==> src/rtl/fetch_pkg.sv <==
// Shared types and constants for the instruction fetch stage.
//   fetch_entry_t : {pc, inst} pair held in the fetch FIFO (pc in the upper bits)
//   sat_add       : 32-bit saturating add used by the optional performance counters
package fetch_pkg;
    localparam int INST_W     = 32;
    localparam int ADDR_W     = 32;
    localparam int INST_BYTES = 4;

    localparam logic [ADDR_W-1:0] DEFAULT_RESET_PC = 32'h0000_0000;

    typedef struct packed {
        logic [ADDR_W-1:0] pc;
        logic [INST_W-1:0] inst;
    } fetch_entry_t;

    function automatic logic [31:0] sat_add(input logic [31:0] a, input logic [31:0] b);
        logic [32:0] sum;
        sum = {1'b0, a} + {1'b0, b};
        return sum[32] ? 32'hFFFF_FFFF : sum[31:0];
    endfunction
endpackage

==> src/rtl/fetch_fifo.sv <==
// Synchronous FIFO of fetch entries, power-of-two DEPTH.
// Ports:
//   clk, rst_n         clock, async active-low reset
//   push, push_data    write push_data at the tail (caller guarantees space or a same-cycle pop)
//   pop                drop the head entry (caller guarantees non-empty)
//   flush              empty the FIFO; overrides push and pop in the same cycle
//   head_data          entry at the head, zero when empty
//   count              number of valid entries (0..DEPTH)
module fetch_fifo
    import fetch_pkg::*;
#(
    parameter int DEPTH   = 2,
    parameter int ENTRY_W = ADDR_W + INST_W,
    parameter int CNT_W   = $clog2(DEPTH) + 1
) (
    input  logic               clk,
    input  logic               rst_n,
    input  logic               push,
    input  logic [ENTRY_W-1:0] push_data,
    input  logic               pop,
    input  logic               flush,
    output logic [ENTRY_W-1:0] head_data,
    output logic [CNT_W-1:0]   count
);
    localparam int PTR_W = $clog2(DEPTH);

    logic [ENTRY_W-1:0] mem_q [DEPTH];
    logic [ENTRY_W-1:0] mem_d [DEPTH];
    logic [PTR_W-1:0]   wr_ptr_q, wr_ptr_d;
    logic [PTR_W-1:0]   rd_ptr_q, rd_ptr_d;
    logic [CNT_W-1:0]   count_q, count_d;

    always_comb begin
        mem_d    = mem_q;
        wr_ptr_d = wr_ptr_q;
        rd_ptr_d = rd_ptr_q;
        count_d  = count_q;
        if (flush) begin
            wr_ptr_d = '0;
            rd_ptr_d = '0;
            count_d  = '0;
        end else begin
            if (push) begin
                mem_d[wr_ptr_q] = push_data;
                wr_ptr_d        = wr_ptr_q + PTR_W'(1);
            end
            if (pop) begin
                rd_ptr_d = rd_ptr_q + PTR_W'(1);
            end
            case ({push, pop})
                2'b10:   count_d = count_q + CNT_W'(1);
                2'b01:   count_d = count_q - CNT_W'(1);
                default: count_d = count_q;
            endcase
        end
    end

    always_ff @(posedge clk or negedge rst_n) begin
        if (!rst_n) begin
            mem_q    <= '{default: '0};
            wr_ptr_q <= '0;
            rd_ptr_q <= '0;
            count_q  <= '0;
        end else begin
            mem_q    <= mem_d;
            wr_ptr_q <= wr_ptr_d;
            rd_ptr_q <= rd_ptr_d;
            count_q  <= count_d;
        end
    end

    assign head_data = (count_q != '0) ? mem_q[rd_ptr_q] : '0;
    assign count     = count_q;
endmodule

==> src/rtl/instruction_fetch.sv <==
// Fetch stage: drives the PC into a combinational instruction memory, queues
// {pc, inst} in a small FIFO and hands it to decode over valid/ready.
// Redirects flush the FIFO; a misaligned or out-of-range PC raises a sticky fault.
// Ports:
//   clk, rst_n                          clock, async active-low reset
//   imem_pos / imem_read                byte address out, 32-bit word back (same cycle)
//   redirect_valid / redirect_target    branch/jump taken, new PC
//   out_valid / out_ready / out_inst / out_pc   decode handshake and payload
//   fault / fault_pc                    sticky fault and the PC that caused it
// Build option IFETCH_PERF_CNT_EN adds saturating counters
//   perf_fetched, perf_flushed, perf_stall.
module instruction_fetch
    import fetch_pkg::*;
#(
    parameter int          DEPTH      = 2,
    parameter int          IMEM_BYTES = 64,
    parameter logic [31:0] RESET_PC   = DEFAULT_RESET_PC
) (
    input  logic        clk,
    input  logic        rst_n,
    output logic [31:0] imem_pos,
    input  logic [31:0] imem_read,
    input  logic        redirect_valid,
    input  logic [31:0] redirect_target,
    output logic        out_valid,
    input  logic        out_ready,
    output logic [31:0] out_inst,
    output logic [31:0] out_pc,
    output logic        fault,
    output logic [31:0] fault_pc
`ifdef IFETCH_PERF_CNT_EN
    ,
    output logic [31:0] perf_fetched,
    output logic [31:0] perf_flushed,
    output logic [31:0] perf_stall
`endif
);
    localparam int                CNT_W   = $clog2(DEPTH) + 1;
    localparam logic [ADDR_W-1:0] LAST_PC = ADDR_W'(IMEM_BYTES - INST_BYTES);

    logic [ADDR_W-1:0] pc_q, pc_d;
    logic              fault_q, fault_d;
    logic [ADDR_W-1:0] fault_pc_q, fault_pc_d;

    logic               pc_legal, fifo_full, pop, enq;
    logic               fault_set, take_redirect, flush;
    logic [CNT_W-1:0]   count;
    logic [ADDR_W+INST_W-1:0] head_data;
    fetch_entry_t       head_entry;

    assign pc_legal      = (pc_q[1:0] == 2'b00) && (pc_q <= LAST_PC);
    assign fifo_full     = (count == CNT_W'(DEPTH));
    assign out_valid     = (count != '0);
    assign pop           = out_valid && out_ready && !redirect_valid;
    assign enq           = !fault_q && !redirect_valid && pc_legal && (!fifo_full || pop);
    assign fault_set     = !fault_q && !pc_legal;
    // Once faulted, redirects are dropped so the fault stays terminal until reset.
    assign take_redirect = redirect_valid && !fault_q;
    assign flush         = take_redirect || fault_set;

    // An illegal PC faults even if a redirect arrives on the same edge: the
    // offending PC is the one already presented to memory.
    always_comb begin
        pc_d       = pc_q;
        fault_d    = fault_q;
        fault_pc_d = fault_pc_q;
        if (fault_set) begin
            fault_d    = 1'b1;
            fault_pc_d = pc_q;
        end else if (take_redirect) begin
            pc_d = redirect_target;
        end else if (enq) begin
            pc_d = pc_q + ADDR_W'(INST_BYTES);
        end
    end

    always_ff @(posedge clk or negedge rst_n) begin
        if (!rst_n) begin
            pc_q       <= RESET_PC;
            fault_q    <= 1'b0;
            fault_pc_q <= '0;
        end else begin
            pc_q       <= pc_d;
            fault_q    <= fault_d;
            fault_pc_q <= fault_pc_d;
        end
    end

    fetch_fifo #(.DEPTH(DEPTH)) u_fifo (
        .clk       (clk),
        .rst_n     (rst_n),
        .push      (enq),
        .push_data ({pc_q, imem_read}),
        .pop       (pop),
        .flush     (flush),
        .head_data (head_data),
        .count     (count)
    );

    assign head_entry = fetch_entry_t'(head_data);
    assign imem_pos   = pc_q;
    assign out_pc     = head_entry.pc;
    assign out_inst   = head_entry.inst;
    assign fault      = fault_q;
    assign fault_pc   = fault_pc_q;

`ifdef IFETCH_PERF_CNT_EN
    logic [31:0] perf_fetched_q, perf_fetched_d;
    logic [31:0] perf_flushed_q, perf_flushed_d;
    logic [31:0] perf_stall_q, perf_stall_d;

    // Only redirects count as flushes; the fault-edge flush is not a redirect.
    always_comb begin
        perf_fetched_d = perf_fetched_q;
        perf_flushed_d = perf_flushed_q;
        perf_stall_d   = perf_stall_q;
        if (enq)              perf_fetched_d = sat_add(perf_fetched_q, 32'd1);
        if (take_redirect)    perf_flushed_d = sat_add(perf_flushed_q, 32'(count));
        if (fifo_full && !pop) perf_stall_d  = sat_add(perf_stall_q, 32'd1);
    end

    always_ff @(posedge clk or negedge rst_n) begin
        if (!rst_n) begin
            perf_fetched_q <= '0;
            perf_flushed_q <= '0;
            perf_stall_q   <= '0;
        end else begin
            perf_fetched_q <= perf_fetched_d;
            perf_flushed_q <= perf_flushed_d;
            perf_stall_q   <= perf_stall_d;
        end
    end

    assign perf_fetched = perf_fetched_q;
    assign perf_flushed = perf_flushed_q;
    assign perf_stall   = perf_stall_q;
`endif
endmodule

==> config.mk <==
export PLATFORM = sky130hd
export DESIGN_NAME = instruction_fetch
export DESIGN_NICKNAME = d
export VERILOG_FILES = /design/src/rtl/fetch_pkg.sv /design/src/rtl/fetch_fifo.sv /design/src/rtl/instruction_fetch.sv
export SDC_FILE = /design/constraint.sdc
export NUM_CORES = 1
export LEC_CHECK = 0
export ABC_AREA = 1
export BUFFER_PORTS_ARGS = -buffer_cell sky130_fd_sc_hd__buf_2
export CAP_MARGIN = 20
export CORE_MARGIN = 5
export CORE_UTILIZATION = 45
export CTS_CLUSTER_DIAMETER = 80
export DETAILED_ROUTE_END_ITERATION = 12
export PLACE_DENSITY_LB_ADDON = 0.25
export SLEW_MARGIN = 0
export SYNTH_ARGS = -nofsm -noshare
export SYNTH_HDL_FRONTEND = slang
export SYNTH_SLANG_ARGS = --single-unit
==> constraint.sdc <==
create_clock -name clk -period 1.4 [get_ports clk]
set_input_delay 0.28 -clock clk [delete_from_list [all_inputs] [get_ports clk]]
set_output_delay 0.28 -clock clk [all_outputs]
set_load 0.02 [all_outputs]
==> results.cfg <==
[run_status]
outcome = complete, but fails checks
violations = negative setup slack

[logic_synthesis]
netlist_instances = 1158
synth_seq_area_share_pct = 53.9
synthArstFlopShare_pct = 100
synth_seq_cells = 197
syn_area_per_cell_sq_um = 7.90
synth_ff_type = dfrtp_1
yosysUniqueCellTypes = 32
synth_nets = 1227
ys_warn_count = 0
synth-edff-count = 0
syn_area_sq_um = 9150

[worst_setup_path]
cp.arrival_ns = 2.39
r2r_slack_ns = -0.64
path_class = reg2reg
rr_startpoint = imem_pos[11]
timing.rr.end = u_fifo.mem_q[66]
crit_chain = nor2_4, nand2_2, nor2_2, nand2_2, nor2_4, buf_6, nand3_4, buf_6, buf_12, buf_16, o21ai_2
endpoint_kind = register
cpPeakStageDelay_ns = 0.42
crit_fanout = 8
cp-start-kind = register
cp.required_ns = 1.74
critPathSlowestCell = dfrtp_1
rr_worst_depth = 11

[power]
p_leak_uw = 0.00778
swShare_pct = 24.4
pwr-share-seq_pct = 51.8
p_total_uw = 11000
cellPowerDensity_nw_per_um2 = 685
vdd_drop_max_mv = 0.780
combPwrFrac_pct = 3.0
clkPwrFrac_pct = 45.2
switching_power_uw = 2680
power.internal_uw = 8300

[grt]
grt_max_degree = 45
antenna_found_initial = 0
grt_overflow_total = 0
grt_pass1_wl_um = 52500
grt_pass1_vias = 9786
track_usage_pct = 28.2

[die]
fp.dieH_um = 153
start_util_pct = 45.5
rows = 52
io_pins = 198
coreArea_sq_um = 20100
dieWidth_um = 153
dieArea_sq_um = 23300

[layout]
final_cell_mix = nand2_1 (244), dfrtp_1 (181), buf_4 (124)
n_fill_cell = 1155
n_antenna_cell = 0
areaGrowthSynthToFinish_pct = 75.1
fin_area_sq_um = 16000
final_cells = 1824
nets = 1611
drive_gt1_share_pct = 55.2
layout_commonest_cell = nand2_1

[place]
dp_hpwl_um = 18800
port-buffer-count = 197
gp_congestion = 0.896
place_area_sq_um = 11600
dp_cells = 1702

[clocking]
cts_max_level = 4
clockBufferDepth = 2
cts_tree = yes
cts.sinks = 197
clkTransAtPathRegs_ns = 0.08
clk_latency_ns = 0.45
cts_buffers = 17
cts_root_buf = clkbuf_16

[route]
drc = 0
drt_first_iter_violations = 765
routed-via-count = 9912
vias_per_cell = 5.43
ant_nets = 0
dr.pass1.iters = 7
wire_per_inst_um = 21.0
drt-total-wl_um = 38400

[sta]
setup_viol = 292
period_needed_ns = 2.04
tightest_slew_ns = 0.434
hold_viol = 0
rsz0062_at_grt = yes
skew_ns = 0.0188
post-route-period-util_pct = 146
max_freq_mhz = 489
slew_headroom_pct = 71.1
worst_slack_ns = -0.643
tns_ns = -127.16
drv_slew = 0

[min_path]
hold_end = imem_pos[0]
whs_path_depth = 3
hold_class = in2reg
hold_start = redirect_target[0]

[run]
maxCapViolations = 0
[metal layers]
layer | vias to the layer above | wire length (um) | track usage [%]
met5 | - | 0 | 0
met4 | 0 | 2110 | 12.8
li1 | 4393 | - | -
met3 | 157 | 2800 | 6.62
met2 | 553 | 19400 | 47.3
met1 | 4809 | 14100 | 34.8
[how the worst max path moves through the flow]
stage / startpoint / endpoint / slack (ns)
2_1_floorplan: imem_pos[17] / u_fifo.mem_q[101] / -0.21
3_3_place_gp: imem_pos[11] / imem_pos[23] / -0.34
3_5_place_dp: imem_pos[11] / u_fifo.mem_q[15] / -0.33
4_1_cts: u_fifo.count[0] / out_pc[10] / -0.52
5_1_grt: imem_pos[24] / u_fifo.mem_q[66] / -0.73
6_report: imem_pos[11] / u_fifo.mem_q[66] / -0.64
[cells by family (layout without fill, tap and decap cells)]
| kind of cell | count (synthesis) | in the layout | synth area share, % |
|---|---|---|---|
| XOR/XNOR | 7 | 7 | 0.670 |
| AND/OR/NAND/NOR | 545 | 545 | 23.6 |
| multiplexers | 1 | 1 | 0.109 |
| flip-flops | 197 | 197 | 53.9 |
| buffers and inverters | 199 | 595 | 9.23 |
| AO/OA/AOI/OAI | 208 | 208 | 12.4 |
| adder cells (fa/ha/maj) | 1 | 1 | 0.137 |
[synthesized netlist by cell type, drive strengths merged, types with 2 or more instances]
cell    count  area [sq um]
nand2     415          1560
dfrtp     197          4930
inv       143           537
o21ai     126           709
a21oi      75           375
nor2       74           293
buf        37           236
nand3      37           195
clkbuf     19          71.3
nor3        9          45.0
nand4       5          31.3
xor2        5          43.8
a22oi       3          22.5
o211ai      2          15.0
or2         2          12.5
xnor2       2          17.5
[power groups by stage]
stage	Combinational (uW)	Clock [uW]	Sequential (uW)
after floorplan	33.1	0	5800
after detailed placement	304	0	5800
final	333	4960	5680
after global routing	371	5200	5680
after CTS	314	4890	5680
after global placement	303	0	5800
[critical path: cells and delay by family (launching register included)]
| kind | cells | cell delay [ns] |
|---|---|---|
| flops | 1 | 0.42 |
| buf+inv | 4 | 0.57 |
| compound gates | 1 | 0.19 |
| simple gates | 6 | 0.74 |
[metrics by stage]
step	hold slack, ns	util (%)	setup slack (ns)
CTS	0.0635	72.1	-0.522
floorplan	-0.0156	-	-0.213
global route	0.0726	79.7	-0.725
global placement	0.259	57.9	-0.339
finish	0.0644	79.7	-0.643
detailed placement	0.253	57.9	-0.332
[cell type report]
| type | instances | area [sq um] | area share (%) |
|---|---|---|---|
| Multi-Input combinational cell | 762 | 5110 | 31.9 |
| Sequential cell | 197 | 4950 | 30.9 |
| Timing Repair Buffer | 421 | 4480 | 27.9 |
| Inverter | 143 | 571 | 3.56 |
| Clock buffer | 17 | 425 | 2.66 |
| Tap cell | 270 | 338 | 2.11 |
| Clock inverter | 14 | 148 | 0.922 |
[sequential cells by signal (all words and copies together) (netlist names)]
signal,flops
u_fifo.mem_q,128
fault_pc,32
imem_pos,32
u_fifo.count,2
fault,1
u_fifo.rd_ptr_q,1
u_fifo.wr_ptr_q,1
[repair_timing]
item / in CTS / in global routing
hold buffers: 1 / 0
gates resized for setup: 307 / 420
endpoints found under the setup margin: 293 / 295
gates cloned: 33 / 14
endpoints found under the hold margin: 35 / 0
pin swaps: 16 / 38
buffers inserted: 47 / 19
(Power assumes the default switching activity.)
